## config.mk

```make
export PLATFORM = sky130hd
export DESIGN_NAME = alu_fun_encoder
export DESIGN_NICKNAME = d
export VERILOG_FILES = /design/src/rtl/alu_fun_encoder.sv
export SDC_FILE = /design/constraint.sdc
export NUM_CORES = 1
export LEC_CHECK = 0
export BUFFER_PORTS_ARGS = -buffer_cell sky130_fd_sc_hd__buf_2
export CAP_MARGIN = 20
export CORE_MARGIN = 5
export CORE_UTILIZATION = 54
export CTS_BUF_LIST = sky130_fd_sc_hd__clkbuf_2
export CTS_CLUSTER_SIZE = 30
export DETAILED_ROUTE_END_ITERATION = 8
export PLACE_DENSITY = 0.83
export SYNTH_ARGS = -nofsm -noshare
export SYNTH_HDL_FRONTEND = slang
export SYNTH_SLANG_ARGS = --single-unit
```

## constraint.sdc

```tcl
create_clock -name CLK -period 1.85 [get_ports CLK]
set_input_delay 0.0925 -clock CLK [delete_from_list [all_inputs] [get_ports CLK]]
set_output_delay 0.0925 -clock CLK [all_outputs]
set_load 0.05 [all_outputs]
```

## src/rtl/alu_fun_encoder.sv

```systemverilog
// Arbitrates four unit-class requests and encodes the winner into ALU_FUN, holding it for LAT cycles.
// Round-robin by default; defining ALU_ENC_FIXED_PRIO_EN selects fixed priority Arith > Logic > CMP > SHIFT.
module alu_fun_encoder #(
   parameter int LAT = 1
) (
   input  logic       CLK,
   input  logic       RST,
   input  logic       Arith_Req,
   input  logic       Logic_Req,
   input  logic       CMP_Req,
   input  logic       SHIFT_Req,
   output logic       Arith_Gnt,
   output logic       Logic_Gnt,
   output logic       CMP_Gnt,
   output logic       SHIFT_Gnt,
   output logic [1:0] ALU_FUN,
   output logic       ALU_Valid,
   output logic       OUT_VALID,
   output logic       Busy
);

   generate
      if (LAT < 1 || LAT > 16) begin : g_lat_range
         $error("alu_fun_encoder: LAT must be within 1..16");
      end
   endgenerate

   localparam logic [3:0] LAT_M1 = 4'(LAT - 1);

   typedef enum logic [1:0] {
      S_IDLE  = 2'd0,
      S_ISSUE = 2'd1,
      S_DONE  = 2'd2
   } state_t;

   state_t     r_state;
   state_t     w_state_nxt;
   logic [3:0] r_cnt;
   logic [3:0] w_cnt_nxt;
   logic [3:0] r_gnt;
   logic [3:0] w_gnt_nxt;
   logic [1:0] r_fun;
   logic [1:0] w_fun_nxt;
   logic       r_vld;
   logic       w_vld_nxt;
   logic       r_ov;
   logic       w_ov_nxt;
   logic       r_busy;
   logic       w_busy_nxt;

   logic [3:0] w_req;
   logic [1:0] w_win;
   logic       w_win_vld;

   // Bit index of w_req matches the ALU_FUN code of that unit class.
   assign w_req = {SHIFT_Req, CMP_Req, Logic_Req, Arith_Req};

`ifdef ALU_ENC_FIXED_PRIO_EN
   always_comb begin
      w_win_vld = |w_req;
      w_win     = 2'd0;
      for (int i = 3; i >= 0; i--) begin
         if (w_req[i]) begin
            w_win = 2'(i);
         end
      end
   end
`else
   logic [1:0] r_ptr;
   logic [1:0] w_ptr_nxt;
   logic [1:0] w_idx;

   // Walk from the farthest offset back to PTR so the nearest requester wins.
   always_comb begin
      w_win_vld = |w_req;
      w_win     = r_ptr;
      w_idx     = r_ptr;
      for (int i = 3; i >= 0; i--) begin
         w_idx = r_ptr + 2'(i);
         if (w_req[w_idx]) begin
            w_win = w_idx;
         end
      end
   end
`endif

   always_comb begin
      w_state_nxt = r_state;
      w_cnt_nxt   = r_cnt;
      w_gnt_nxt   = 4'b0000;
      w_fun_nxt   = r_fun;
      w_vld_nxt   = r_vld;
      w_ov_nxt    = 1'b0;
`ifndef ALU_ENC_FIXED_PRIO_EN
      w_ptr_nxt   = r_ptr;
`endif
      unique case (r_state)
         S_IDLE: begin
            if (w_win_vld) begin
               w_state_nxt = S_ISSUE;
               w_fun_nxt   = w_win;
               w_vld_nxt   = 1'b1;
               w_gnt_nxt   = 4'b0001 << w_win;
               w_cnt_nxt   = LAT_M1;
`ifndef ALU_ENC_FIXED_PRIO_EN
               w_ptr_nxt   = w_win + 2'd1;
`endif
            end
         end
         S_ISSUE: begin
            if (r_cnt == 4'd0) begin
               w_state_nxt = S_DONE;
               w_vld_nxt   = 1'b0;
               w_ov_nxt    = 1'b1;
            end else begin
               w_cnt_nxt = r_cnt - 4'd1;
            end
         end
         S_DONE: begin
            w_state_nxt = S_IDLE;
         end
         default: begin
            w_state_nxt = S_IDLE;
            w_vld_nxt   = 1'b0;
         end
      endcase
      w_busy_nxt = (w_state_nxt != S_IDLE);
   end

   always_ff @(posedge CLK) begin
      if (!RST) begin
         r_state <= S_IDLE;
         r_cnt   <= 4'd0;
         r_gnt   <= 4'b0000;
         r_fun   <= 2'b00;
         r_vld   <= 1'b0;
         r_ov    <= 1'b0;
         r_busy  <= 1'b0;
`ifndef ALU_ENC_FIXED_PRIO_EN
         r_ptr   <= 2'b00;
`endif
      end else begin
         r_state <= w_state_nxt;
         r_cnt   <= w_cnt_nxt;
         r_gnt   <= w_gnt_nxt;
         r_fun   <= w_fun_nxt;
         r_vld   <= w_vld_nxt;
         r_ov    <= w_ov_nxt;
         r_busy  <= w_busy_nxt;
`ifndef ALU_ENC_FIXED_PRIO_EN
         r_ptr   <= w_ptr_nxt;
`endif
      end
   end

   assign Arith_Gnt = r_gnt[0];
   assign Logic_Gnt = r_gnt[1];
   assign CMP_Gnt   = r_gnt[2];
   assign SHIFT_Gnt = r_gnt[3];
   assign ALU_FUN   = r_fun;
   assign ALU_Valid = r_vld;
   assign OUT_VALID = r_ov;
   assign Busy      = r_busy;

endmodule

```

==> impl_metrics.toml, run 1 <==
[run_status]
status = "finished, final reports clean"

[drt]
routed-wl-met3_um = 79
dr.pass1.iters = 4
drt_iter0_drc = 6
met2WireLength_um = 639
ant_nets = 0
routed.top_layer = "met3"
routed_wirelength_um = 1370
drc = 0
wl_per_cell_um = 12.12
vias = 608
vias_per_cell = 5.381
wl_met1_um = 652

[timing]
clock-skew-final_ns = 0.004229
worst_slew_pin_slew_ns = 0.5669
finalSetupTns_ns = 0
final_hold_viol_count = 0
rsz0062_at_grt = "no"
report.final.slew_viol_count = 0
fin_crit_sh_pct = 92.73
setup_viol = 0
max_slew_margin_pct = 62.14
period_minus_slack_ns = 1.715
fmax_mhz = 582.9
hold-worst-slack_ns = 0.1186

[hold_path]
min-delay-start = "RST"
hold_depth = 2
hold_class = "in2reg"
min_to = "Busy"

[synth]
netlist-cell-type-count = 28
synthCells = 81
avgSynthCellArea_um2 = 8.975
synth_area_um2 = 726.9
syn_nets = 88
ys_warn_count = 0
synth_seq_cells = 17
yosysSeqAreaShare_pct = 46.82

[cells_and_area]
nets = 106
drive_gt1_share_pct = 27.55
antenna_cells = 0
fillers = 110
syn_to_final_growth_pct = 14.46

[clock_tree]
cts_inserted_buffers = 3
root_buffer = "clkbuf_2"
cts.path.max_buffers = 2
clk_latency_ns = 0.29
holdBufCountCts = 0
tritoncts = "done"
h-tree-depth = 1
clk_pin_slew_ns = 0.17
cts_setup_buffers = 0
cts_resized = 0
cts_sinks = 17

[place]
hpwl_um = 979.7
gp_congestion = 0.8163
io_buffers = 14

[power_and_ir_drop]
power_frac_comb_pct = 27.6
power_density_mw_per_mm2 = 979.8
p_seq_share_pct = 51.8
vdd_drop_max_v = 0.0004367
p_int_uw = 518.1
p_leak_uw = 0.0003811
p_sw_share_pct = 36.45
power_frac_clock_pct = 20.6
power_switching_uw = 297.2

[worst_setup_path]
r2r-start = "r_cnt[0]"
path_max_fanout = 7
required_ns = 2.06
reg2regPathDepth = 7
critPathKind = "reg2reg"
start_kind = "register"
r2r_slack_ns = 0.13
worst_ep_arrival_time_ns = 1.93
rr_endpoint = "r_cnt[3]"
cp-end-kind = "register"

[die]
die-height_um = 46.69
floorplan.initialDensity_pct = 56.57
core_mm2 = 0.001285
io_pins = 15
die_w_um = 46.69
die_area_mm2 = 0.002180
fp-row-count = 13

[global_route]
grt_pass1_wl_um = 2277
grt_overflow_total = 0
track_usage_pct = 14.65
grt_max_degree = 15
antenna_found_initial = 0
grt_pass1_vias = 577

[run]
cap_violations = 0
[through the flow]
| step | setup WS [ns] | std cells | area, um2 | power [uW] | utilization (%) |
|---|---|---|---|---|---|
| after floorplan | 0.2733 | 81 | 726.9 | 603.4 | - |
| after global placement | 0.2410 | 109 | 812.0 | 649.4 | 63.19 |
| after detailed placement | 0.1548 | 109 | 812.0 | 655.2 | 63.19 |
| after CTS | 0.1434 | 113 | 832.0 | 818.2 | 64.75 |
| after global routing | 0.08036 | 113 | 832.0 | 861.3 | 64.75 |
| final | 0.1346 | 113 | 832.0 | 815.3 | 64.75 |
[synth_stat cells]
master / count / area (um2)
a2bb2oi_1: 1 / 8.760
o221a_2: 1 / 11.26
nand2_1: 7 / 26.28
nor2_1: 7 / 26.28
and3_2: 2 / 15.01
a21o_1: 1 / 7.510
a211o_2: 1 / 10.01
nor3b_2: 1 / 12.51
xor2_1: 1 / 8.760
nand2b_4: 1 / 13.76
or4_4: 1 / 11.26
xnor2_1: 2 / 17.52
nand3_1: 3 / 15.01
nor2b_1: 3 / 18.77
a211oi_2: 1 / 12.51
o21ai_1: 2 / 10.01
dfxtp_1: 17 / 340.3
clkbuf_1: 1 / 3.750
inv_1: 6 / 22.52
or3_1: 1 / 6.260
o21a_1: 1 / 7.510
a21oi_1: 4 / 20.02
and2b_2: 1 / 8.760
nor3_1: 2 / 10.01
and2_1: 2 / 12.51
a21boi_0: 3 / 22.52
ha_1: 1 / 12.51
o21ai_0: 7 / 35.03
[cells in the final DEF, fill, tap and decap left out]
cell type / count
a2bb2oi_1: 1
nand2_1: 7
or4_4: 1
ha_1: 1
nand2b_4: 1
nand3_1: 3
a21boi_0: 3
and2_1: 2
nor2_1: 7
and2b_2: 1
or3_1: 1
and3_2: 2
a21o_1: 1
a211oi_2: 1
o21ai_0: 7
clkbuf_2: 3
nor3b_2: 1
clkinv_2: 1
nor2b_1: 3
xor2_1: 1
buf_2: 14
xnor2_1: 2
o21ai_1: 2
o21a_1: 1
nor3_1: 2
inv_1: 6
o221a_2: 1
a21oi_1: 4
a211o_2: 1
dfxtp_1: 17
[worst max-delay path, cell delays in order, from the launching register on]
cell	delay (ns)
dfxtp_1	0.41
inv_1	0.06
ha_1	0.21
nor3b_2	0.17
nand2b_4	0.17
or4_4	0.42
xor2_1	0.15
nor2_1	0.05
[state kept, by name (all words and copies together) (netlist names)]
name and flops:
ALU_FUN 2, r_state 2, r_cnt 4, r_gnt 4
Busy 1, r_ptr 2, OUT_VALID 1, ALU_Valid 1
[power by group through the flow]
stage	Combinational [uW]	Clock, uW	Sequential (uW)
6_report	225	168	422
5_1_grt	246	188	427
4_1_cts	226	170	422
3_5_place_dp	225	0	430
3_3_place_gp	221	0	429
2_1_floorplan	101	0	502
[cells by family after synthesis]
| group | after synthesis | synth area share [%] |
|---|---|---|
| and+or+nand+nor | 31 | 24.27 |
| AOI/OAI and AO/OA | 22 | 19.97 |
| adders and majority gates | 1 | 1.721 |
| buffers and inverters | 7 | 3.614 |
| DFF | 17 | 46.82 |
| xor gates and xnor gates | 3 | 3.615 |
[how the worst max path moves through the flow]
stage / cells past startpoint / slack (ns) / end / from
finish: 7 / 0.13 / r_cnt[3] / r_cnt[0]
floorplan: 7 / 0.27 / r_cnt[3] / r_cnt[0]
global placement: 7 / 0.24 / r_cnt[3] / r_cnt[0]
CTS: 7 / 0.14 / r_cnt[3] / r_cnt[0]
global route: 7 / 0.08 / r_cnt[3] / r_cnt[0]
detailed placement: 7 / 0.15 / r_cnt[3] / r_cnt[0]
[layout make-up]
type,count,area (um2),area share [%]
Inverter,6,22.52,2.707
Multi-Input combinational cell,57,360.3,43.31
Sequential cell,17,340.3,40.90
Timing Repair Buffer,14,70.07,8.421
Clock buffer,3,15.01,1.805
Clock inverter,1,5.005,0.6015
Tap cell,15,18.77,2.256
[metal layers]
layer	track usage (%)	up-vias
met4	7.735	0
li1	-	312
met3	2.734	0
met1	17.56	279
met2	24.45	17
met5	0	-
No activity file was read; power rests on OpenSTA's default activity.
==> run 2: changes to the inputs <==
--- a/config.mk
+++ b/config.mk
@@ -5,10 +5,11 @@
 export SDC_FILE = /design/constraint.sdc
 export NUM_CORES = 1
 export LEC_CHECK = 0
+export ABC_AREA = 1
 export BUFFER_PORTS_ARGS = -buffer_cell sky130_fd_sc_hd__buf_2
 export CAP_MARGIN = 20
 export CORE_MARGIN = 5
-export CORE_UTILIZATION = 54
+export CORE_UTILIZATION = 55
 export CTS_BUF_LIST = sky130_fd_sc_hd__clkbuf_2
 export CTS_CLUSTER_SIZE = 30
 export DETAILED_ROUTE_END_ITERATION = 8
==> impl_metrics.toml, run 2 <==
[worst_setup_path]
reg2regPathDepth = 13
cp-end-kind = "register"
rr_endpoint = "r_ptr[1]"
worst_ep_arrival_time_ns = 1.83
startpoint = "r_ptr[0]"
r2r-start = "r_ptr[0]"
start_kind = "register"
cp-endpoint = "r_ptr[1]"
path_max_fanout = 10
r2r_slack_ns = 0.23
required_ns = 2.06
critPathKind = "reg2reg"

[drt]
routed.top_layer = "met4"
vias_per_cell = 4.738
ant_nets = 0
drt_iter0_drc = 15
met2WireLength_um = 705
vias = 758
wl_met1_um = 727
dr.pass1.iters = 2
wl_per_cell_um = 9.363
routed-wl-met3_um = 48
drc = 0
routed_wirelength_um = 1498

[synth]
synth_common_cells = "38 x nand2_1, 20 x inv_1, 17 x dfxtp_1"
yosysSeqAreaShare_pct = 39.88
yosysTopAreaCell = "dfxtp_1"
synthCells = 127
synth.area.top_cells = "dfxtp_1 40%, nand2_1 17%, inv_1 8.8%"
netlist.area_leader.share_pct = 39.88
netlist-cell-type-count = 21
ys_warn_count = 0
syn_nets = 134
synth_seq_cells = 17
synthFlopType = "dfxtp_1"
synth_area_um2 = 853.3
synth_edf_count = 0
async_flop_share_pct = 0
synth.most_common_cell = "nand2_1"
avgSynthCellArea_um2 = 6.719

[clock_tree]
cts_resized = 0
root_buffer = "clkbuf_2"
cts_sinks = 17
h-tree-depth = 1
cts_inserted_buffers = 3
cts_setup_buffers = 0
holdBufCountCts = 0
tritoncts = "done"
clk_pin_slew_ns = 0.15
cts.path.max_buffers = 2
clk_latency_ns = 0.29

[cells_and_area]
final_common_cell = "nand2_1"
drive_gt1_share_pct = 22.92
antenna_cells = 0
nets = 152
finalCoreUtilization_pct = 63.95
reg_top3 = "r_cnt x4, r_gnt x4"
layout_common_cells = "38 x nand2_1, 20 x inv_1, 17 x dfxtp_1"
syn_to_final_growth_pct = 11.58

[place]
hpwl_um = 1219
post-place-ws_ns = 0.2372
gp_congestion = 0.8746
io_buffers = 14

[timing]
layout_setup_ws_ns = 0.2250
worst_slew_pin_slew_ns = 0.4388
rsz0062_at_grt = "no"
fmax_mhz = 615.4
fin_crit_sh_pct = 87.84
hold-worst-slack_ns = 0.06687
max_slew_margin_pct = 70.71
finalSetupTns_ns = 0
final_hold_viol_count = 0
period_minus_slack_ns = 1.625
report.final.slew_viol_count = 0
clock-skew-final_ns = 0.008046
setup_viol = 0

[die]
fp-row-count = 14
die-height_um = 49.39
die_w_um = 49.39
floorplan.initialDensity_pct = 57.31
io_pins = 15
core_mm2 = 0.001489
die_area_mm2 = 0.002439

[run_status]
status = "finished, final reports clean"

[global_route]
antenna_found_initial = 0
grt_max_degree = 11
grt_pass1_wl_um = 2766
grt_pass1_vias = 702
track_usage_pct = 13.98
grt_overflow_total = 0

[hold_path]
min-delay-start = "RST"
hold_class = "in2reg"

[run]
cap_violations = 0
-- run 2: cell count changes after synthesis, moves of 4 or more --
cell and change:
nand2_2 +9, nor2_1 +5, nand2_1 +31, nand3_1 +4
o21ai_0 -5, inv_1 +14
-- run 2: worst min-delay path by stage --
stage / slack, ns / end / cells after the start
global route: 0.05 / ALU_FUN[0] / 3
global placement: 0.37 / r_ptr[1] / 3
finish: 0.07 / r_ptr[1] / 3
CTS: 0.06 / r_ptr[1] / 3
detailed placement: 0.38 / r_ptr[1] / 3
floorplan: 0.22 / r_ptr[1] / 2
-- run 2: through the flow --
| step | cells | instance area (um2) |
|---|---|---|
| floorplan | 127 | 853.3 |
| global placement | 156 | 932.1 |
| detailed placement | 156 | 932.1 |
| CTS | 160 | 952.2 |
| global route | 160 | 952.2 |
| finish | 160 | 952.2 |
-- run 2: layout make-up --
type                    instances  area (um2)
clock buffers                   3       15.01
repair buffers                 14       70.07
inverters                      22       87.58
fillers                       138       536.8
multi-input cells              87       414.1
well taps                      16       20.02
clock inverters                 1       5.005
flip-flops and latches         17       340.3
-- run 2: per-layer routing --
layer / vias to the layer above / track usage, %
li1: 424 / -
met1: 324 / 17.29
met2: 8 / 22.75
met3: 2 / 3.058
met4: 0 / 6.550
met5: - / 0
-- run 2: kinds of logic after synthesis --
family	Yosys count	share of synthesized area [%]
simple gates	75	39.44
buf+inv	23	11.58
flops	17	39.88
compound gates	11	7.626
fa+ha+maj	1	1.466
-- run 2: worst max-delay path, stage by stage, from the launching register on --
cell     delay (ns)
dfxtp_1        0.62
inv_6          0.08
nand2_1        0.09
nand3_1        0.10
nand2_1        0.08
inv_1          0.04
nand2_1        0.06
nand2_2        0.06
nand2_2        0.06
nand2_2        0.05
nand3_1        0.12
nand2_1        0.06
nand3_1        0.07
nand2_1        0.04
Power of run 2 is left out: the tool's default activity adds up to more than one toggle a clock period on the data nets, which glitch-free logic cannot reach.
==> run 3: changes to the inputs <==
--- a/config.mk
+++ b/config.mk
@@ -6,14 +6,13 @@
 export NUM_CORES = 1
 export LEC_CHECK = 0
 export ABC_AREA = 1
-export BUFFER_PORTS_ARGS = -buffer_cell sky130_fd_sc_hd__buf_2
 export CAP_MARGIN = 20
 export CORE_MARGIN = 5
 export CORE_UTILIZATION = 55
 export CTS_BUF_LIST = sky130_fd_sc_hd__clkbuf_2
-export CTS_CLUSTER_SIZE = 30
 export DETAILED_ROUTE_END_ITERATION = 8
-export PLACE_DENSITY = 0.83
+export DONT_BUFFER_PORTS = 1
+export PLACE_DENSITY = 0.74
 export SYNTH_ARGS = -nofsm -noshare
 export SYNTH_HDL_FRONTEND = slang
 export SYNTH_SLANG_ARGS = --single-unit
==> impl_metrics.toml, run 3 (synthesized netlist as in run 2, its figures left out) <==
[run_status]
status = "finished, final reports clean"

[cells_and_area]
nets = 140
syn_to_final_growth_pct = 6.158
finalCoreUtilization_pct = 60.84
layout_common_cells = "38 x nand2_1, 20 x inv_1, 16 x dfxtp_1"
antenna_cells = 0
final_common_cell = "nand2_1"
drive_gt1_share_pct = 16.67
fin_cells = 148
finalInstanceArea_um2 = 905.9
reg_top3 = "r_cnt x4, r_gnt x4"

[timing]
clock-skew-final_ns = 0.01822
setup_viol = 0
worst_slew_pin_slew_ns = 0.5191
max_slew_margin_pct = 65.35
period_minus_slack_ns = 1.528
fin_crit_sh_pct = 82.57
report.final.slew_viol_count = 0
final_hold_viol_count = 0
finalSetupTns_ns = 0
fmax_mhz = 654.7
rsz0062_at_grt = "no"

[die]
core_mm2 = 0.001489
die_w_um = 49.39
die-height_um = 49.39
io_pins = 15
die_area_mm2 = 0.002439
floorplan.initialDensity_pct = 57.31
fp-row-count = 14

[drt]
drt_iter0_drc = 13
wl_per_cell_um = 11.01
drc = 0
vias_per_cell = 5.243
vias = 776
ant_nets = 0
routed_wirelength_um = 1629
dr.pass1.iters = 4

[global_route]
grt_pass1_wl_um = 2753
grt_overflow_total = 0
antenna_found_initial = 0
track_usage_pct = 14.36
grt_pass1_vias = 683
grt_max_degree = 11

[worst_setup_path]
cp-end-kind = "register"
start_kind = "register"
path_max_fanout = 6
critPathKind = "reg2reg"
worst_ep_arrival_time_ns = 1.72
required_ns = 2.04

[hold_path]
hold_class = "in2reg"

[clock_tree]
clk_pin_slew_ns = 0.16
root_buffer = "clkbuf_2"
h-tree-depth = 1
cts.path.max_buffers = 2
cts_inserted_buffers = 3
cts_sinks = 17
tritoncts = "done"
clk_latency_ns = 0.31
cts_setup_buffers = 0

[place]
dp_cells = 143
gp_congestion = 0.8587
placed_area_um2 = 869.6
io_buffers = 0
hpwl_um = 1221

[run]
cap_violations = 0
-- run 3: final cells by class --
type	count	area, um2
fillers	145	583.1
multi-input cells	87	419.2
clock inverters	1	5.005
clock buffers	3	15.01
repair buffers	2	17.52
well taps	16	20.02
inverters	22	87.58
flip-flops and latches	17	341.6
-- run 3: layer usage --
layer  global-route usage [%]  vias up  wire length, um
met1                    16.17      355              715
met2                    22.75       16              792
met4                    6.987        0               27
met3                    6.422        5               93
li1                         -      400                -
met5                        0        -                0
-- run 3: critical path, stage by stage, from the launching register on --
cell	delay, ns
dfxtp_1	0.40
inv_1	0.06
ha_1	0.22
nor3b_2	0.18
nor2_1	0.13
inv_1	0.06
nand2_1	0.15
inv_1	0.09
nand2_1	0.08
a21oi_1	0.06
-- run 3: per-stage QoR --
stage	setup WS, ns	hold slack, ns
6_report	0.3225	0.02896
5_1_grt	0.1374	0.02117
4_1_cts	0.1959	0.02714
3_5_place_dp	0.2155	0.2399
3_3_place_gp	0.2766	0.2272
2_1_floorplan	0.5177	0.2238
-- run 3: what timing repair did --
action	4_1_cts	5_1_grt
endpoints found under the setup margin	0	2
resized for setup	0	2
hold buffers	1	0
endpoints found under the hold margin	4	0
-- run 3: final timing paths --
check | startpoint | endpoint | slack [ns] | depth (start not counted)
setup / recovery | r_cnt[0] | r_cnt[1] | 0.32 | 9
setup reg to reg | r_cnt[0] | r_cnt[1] | 0.32 | 9
hold reg to reg | r_cnt[1] | r_cnt[1] | 0.52 | 2
hold / removal | RST | r_ptr[0] | 0.03 | 2
Power of run 3 is left out for the same reason.
